`config.mk`:
```
export PLATFORM = sky130hd
export DESIGN_NAME = logic_unit_arbiter
export DESIGN_NICKNAME = d
export VERILOG_FILES = /design/src/rtl/logic_unit_arbiter.sv
export SDC_FILE = /design/constraint.sdc
export NUM_CORES = 1
export LEC_CHECK = 0
export CAP_MARGIN = 15
export CORE_AREA = 2 2 208 210
export DETAILED_ROUTE_END_ITERATION = 8
export DIE_AREA = 0 0 210 212
export DONT_BUFFER_PORTS = 1
export GPL_TIMING_DRIVEN = 1
export SLEW_MARGIN = 20
export SYNTH_ARGS = -nofsm -noshare
export SYNTH_HDL_FRONTEND = slang
export SYNTH_SLANG_ARGS = --single-unit
```
`constraint.sdc`:
```
create_clock -name clk -period 4.2 [get_ports clk]
set_clock_uncertainty 0.05 [all_clocks]
set_input_delay 0.63 -clock clk [delete_from_list [all_inputs] [get_ports clk]]
set_output_delay 0.63 -clock clk [all_outputs]
set_load 0.1 [all_outputs]
```
`src/rtl/logic_unit_arbiter.sv`:
```
// rtl/logic_unit_arbiter.sv - two-requester round-robin front end for a shared 64-bit logic unit (optional flags: LOGIC_UNIT_ARBITER_FLAGS_EN)
module logic_unit_arbiter #(
  parameter int SETTLE_CYCLES = 2
) (
  input  logic        clk,
  input  logic        reset_n,
  input  logic        req0_valid,
  output logic        req0_ready,
  input  logic [63:0] req0_a,
  input  logic [63:0] req0_b,
  input  logic [1:0]  req0_op,
  input  logic        req1_valid,
  output logic        req1_ready,
  input  logic [63:0] req1_a,
  input  logic [63:0] req1_b,
  input  logic [1:0]  req1_op,
  output logic [63:0] lu_a,
  output logic [63:0] lu_b,
  output logic [1:0]  lu_op,
  input  logic [63:0] lu_result,
  input  logic        lu_zero,
  input  logic        lu_negative,
  output logic        rsp_valid,
  input  logic        rsp_ready,
  output logic        rsp_id,
  output logic [63:0] rsp_result,
  output logic        rsp_zero,
  output logic        rsp_negative
);

  typedef enum logic [1:0] {
    IDLE = 2'd0,
    WAIT = 2'd1,
    RESP = 2'd2
  } state_t;

  localparam logic [3:0] SETTLE_LOAD = 4'(SETTLE_CYCLES);

  state_t      state_q;
  state_t      state_d;
  logic [3:0]  count_q;
  logic        last_grant_q;
  logic        grant0;
  logic        grant1;
  logic        accept;
  logic        accept_id;
  logic        settle_done;
  logic [63:0] lu_a_q;
  logic [63:0] lu_b_q;
  logic [1:0]  lu_op_q;
  logic        rsp_id_q;
  logic [63:0] rsp_result_q;

  // Pick a requester: a lone valid wins, contention goes to the one not served last
  always_comb begin
    grant0 = 1'b0;
    grant1 = 1'b0;
    if (req0_valid && req1_valid) begin
      grant0 = last_grant_q;
      grant1 = !last_grant_q;
    end else begin
      grant0 = req0_valid;
      grant1 = req1_valid;
    end
  end

  // Readies are offered only while idle and out of reset, so at most one is ever high
  assign req0_ready  = reset_n && (state_q == IDLE) && grant0;
  assign req1_ready  = reset_n && (state_q == IDLE) && grant1;
  assign accept      = req0_ready || req1_ready;
  assign accept_id   = req1_ready;
  assign settle_done = (state_q == WAIT) && (count_q == 4'd1);

  // Next-state logic: accept -> settle countdown -> hold response until taken
  always_comb begin
    state_d = state_q;
    case (state_q)
      IDLE:    if (accept) state_d = WAIT;
      WAIT:    if (count_q == 4'd1) state_d = RESP;
      RESP:    if (rsp_ready) state_d = IDLE;
      default: state_d = IDLE;
    endcase
  end

  // State register
  always_ff @(posedge clk or negedge reset_n) begin
    if (!reset_n) begin
      state_q <= IDLE;
    end else begin
      state_q <= state_d;
    end
  end

  // Operand drive, settle counter, grant history and result capture
  always_ff @(posedge clk or negedge reset_n) begin
    if (!reset_n) begin
      count_q      <= 4'd0;
      last_grant_q <= 1'b1;
      lu_a_q       <= 64'd0;
      lu_b_q       <= 64'd0;
      lu_op_q      <= 2'd0;
      rsp_id_q     <= 1'b0;
      rsp_result_q <= 64'd0;
    end else begin
      if (accept) begin
        lu_a_q       <= accept_id ? req1_a : req0_a;
        lu_b_q       <= accept_id ? req1_b : req0_b;
        lu_op_q      <= accept_id ? req1_op : req0_op;
        rsp_id_q     <= accept_id;
        last_grant_q <= accept_id;
        count_q      <= SETTLE_LOAD;
      end else if (state_q == WAIT) begin
        count_q <= count_q - 4'd1;
      end
      if (settle_done) begin
        rsp_result_q <= lu_result;
      end
    end
  end

`ifdef LOGIC_UNIT_ARBITER_FLAGS_EN
  logic rsp_zero_q;
  logic rsp_negative_q;

  // Flags are sampled on the same edge as the result
  always_ff @(posedge clk or negedge reset_n) begin
    if (!reset_n) begin
      rsp_zero_q     <= 1'b0;
      rsp_negative_q <= 1'b0;
    end else if (settle_done) begin
      rsp_zero_q     <= lu_zero;
      rsp_negative_q <= lu_negative;
    end
  end

  assign rsp_zero     = rsp_zero_q;
  assign rsp_negative = rsp_negative_q;
`else
  logic unused_flags;

  assign unused_flags = lu_zero ^ lu_negative;
  assign rsp_zero     = 1'b0;
  assign rsp_negative = 1'b0;
`endif

  assign lu_a       = lu_a_q;
  assign lu_b       = lu_b_q;
  assign lu_op      = lu_op_q;
  assign rsp_valid  = (state_q == RESP);
  assign rsp_id     = rsp_id_q;
  assign rsp_result = rsp_result_q;

endmodule

```
==> impl_metrics.tcl <==
set metrics [dict create \
    reg2reg_depth 4 \
    slew_headroom 0.321 \
    ys_ff_latch 202 \
    die_y_um 212 \
    synthSimpleGateAreaFrac 0.0110 \
    reg2reg_from "state_q[0]" \
    hold_violations 202 \
    initial_core_util 0.230 \
    hp-class "in2async" \
    port_buffers 0 \
    setup_viol 0 \
    synth_ff_type "dfrtp_1" \
    clkLatencyLatePin_ps 530 \
    finalHoldWorstSlack_ps -261 \
    finalMaxSlewViolations 0 \
    synth_top_family_by_area "compound AO/OA/AOI/OAI gates" \
    r2r-end "rsp_result[20]" \
    grt_pass1_wl_mm 41.0 \
    drc 0 \
    dpl.hpwl_mm 18.8 \
    ys_types 34 \
    vias_per_cell 5.20 \
    htreeDepth 1 \
    rows 76 \
    firstDrtPassIters 5 \
    status "finished, violations left" \
    path_class "reg2out" \
    crit_path_max_fanout 5 \
    fmax_ghz 0.363 \
    grt_max_degree 205 \
    cts-root-buf "clkbuf_16" \
    rsz0062_at_grt "false" \
    area_growth_pct 11.5 \
    violations "hold timing" \
    gp_congestion 0.763 \
    final.setup.tns_ps 0 \
    grt-ovfl-total 0 \
    numCtsBuffers 23 \
    yosys-top-cells-count "201 x dfrtp_1, 130 x a211o_1, 130 x a21boi_0, 130 x o22a_1, 64 x mux2_2" \
    multi_input_area_um2 4230 \
    post-route-period-util 0.657 \
    ant_nets 0 \
    timing.final.crit_period_ps 2760 \
    fin_nets 1062 \
    ys.warnings.count 0 \
    drt_iter0_drc 426 \
    cts_setup_buffers 0 \
    wl_per_cell_um 22.0 \
    synth-edff-count 0 \
    synth_seq_area_share 0.516 \
    synth_most_common_cell "dfrtp_1" \
    antenna_found_initial 1 \
    synth-xor-area-share 0.00179 \
    end_kind "primary output" \
    reg2reg_slack_ps 1760 \
    synth_compound_area_frac 0.339 \
    start_kind "register" \
    synth_mux_area_frac 0.0736 \
    ff_latch_area_um2 5060 \
    netlist_area_um2 9800 \
    crit_chain "nor3b_4, and2_1" \
    tritoncts "yes" \
    grt_pass1_vias 6772 \
    synth_area_per_cell_um2 12.4 \
    clkSinkCount 202 \
    cp_slowest_cell "and2_1" \
    worstPathArrival_ps 2080 \
    boundaryPins 531 \
    cts_resized 0 \
    fp.dieW_um 210 \
    wirelength_mm 28.4 \
    fp.dieArea_um2 44500 \
    tightest_slew_ps 1020 \
    synth.area.top_cells "dfrtp_1 51%, a211o_1 12%, o22a_1 12%, a21boi_0 10%, mux2_2 7.4%" \
    core_area_um2 42500 \
    track_usage 0.116 \
    synth_top_area_share 0.513 \
    required_ps 3520 \
    final.fill_count 4469 \
    final_layout_size_suffix_gt1_frac 0.161 \
    yosysTopAreaCell "dfrtp_1" \
    cap_violations 0 \
    synth_fa_ha_area_frac 0.00255 \
    max_stage_delay_ps 840 \
    syn_inst 787 \
    clk_pin_slew_ps 60 \
    num_vias 6711 \
    cts_buffer_depth 3 \
    async_flop_share 1.00 \
]
flip-flops by register name (all words and copies together) (netlist names):
register and cells:
lu_b 64, count_q 4, rsp_result 64, rsp_id 1
lu_a 64, state_q 2, lu_op 2, last_grant_q 1
cells by family after synthesis:
family / after synthesis
AO/OA/AOI/OAI: 401
flip-flops: 202
buffers and inverters: 99
multiplexers: 64
AND/OR/NAND/NOR: 16
adder cells (fa/ha/maj): 2
XOR/XNOR: 2
other: 1
through the flow:
step                      setup WS, ps  instance area [um2]  std cells  hold slack [ps]  utilization
after detailed placement          1610                10100       1250              290        0.238
after global routing              1310                10900       1291             -302        0.257
after floorplan                    534                 9800        788              284            -
after CTS                         1410                10900       1290             -298        0.257
after global placement            1630                10100       1250              290        0.238
final                             1440                10900       1291             -261        0.257
critical path: cells and delay by family, from the launching register on:
kind | cells | cell delay [ps]
flip-flops | 1 | 440
AND/OR/NAND/NOR | 2 | 1110
worst max-delay path by stage:
stage / from / endpoint / cells after the start
after global routing: state_q[0] / req1_ready / 2
after global placement: reset_n / lu_b[34] / 4
final: state_q[0] / req1_ready / 2
after floorplan: reset_n / req0_ready / 5
after detailed placement: reset_n / lu_a[48] / 4
after CTS: state_q[0] / req1_ready / 2
placed cells by master, fill, tap and decap left out, types with 2 or more instances in the layout:
| cell type | instances |
|---|---|
| bufinv_16 | 3 |
| or3_1 | 2 |
| a21oi_1 | 2 |
| nor2_4 | 2 |
| clkbuf_16 | 23 |
| dfrtp_1 | 201 |
| a21boi_0 | 130 |
| conb_1 | 2 |
| buf_4 | 6 |
| o21ai_0 | 4 |
| ha_1 | 2 |
| clkbuf_1 | 3 |
| o22a_1 | 130 |
| clkinv_2 | 2 |
| a211o_1 | 130 |
| clkbuf_8 | 7 |
| buf_12 | 5 |
| inv_1 | 4 |
| nand2_1 | 2 |
| nor2_1 | 2 |
| mux2_2 | 64 |
layer usage:
metal | routed length [um] | vias to the layer above | track usage | part of all wire
met2 | 13400 | 373 | 0.190 | 0.47
li1 | - | 2920 | - | -
met5 | 0 | - | 0 | 0
met3 | 2630 | 49 | 0.0402 | 0.093
met1 | 11200 | 3369 | 0.138 | 0.39
met4 | 1150 | 0 | 0.0528 | 0.040
layout make-up:
cell class / count / share of cell area
multi-input combinational: 487 / 0.387
sequential: 202 / 0.463
inverter: 4 / 0.00137
tap: 546 / 0.0625
clock buffer: 33 / 0.0625
antenna: 1 / 0.000229
clock inverter: 7 / 0.0106
timing repair buffer: 11 / 0.0133
Power is left out: the tool's default activity adds up to more than one toggle a clock period on the data nets, which glitch-free logic cannot reach.
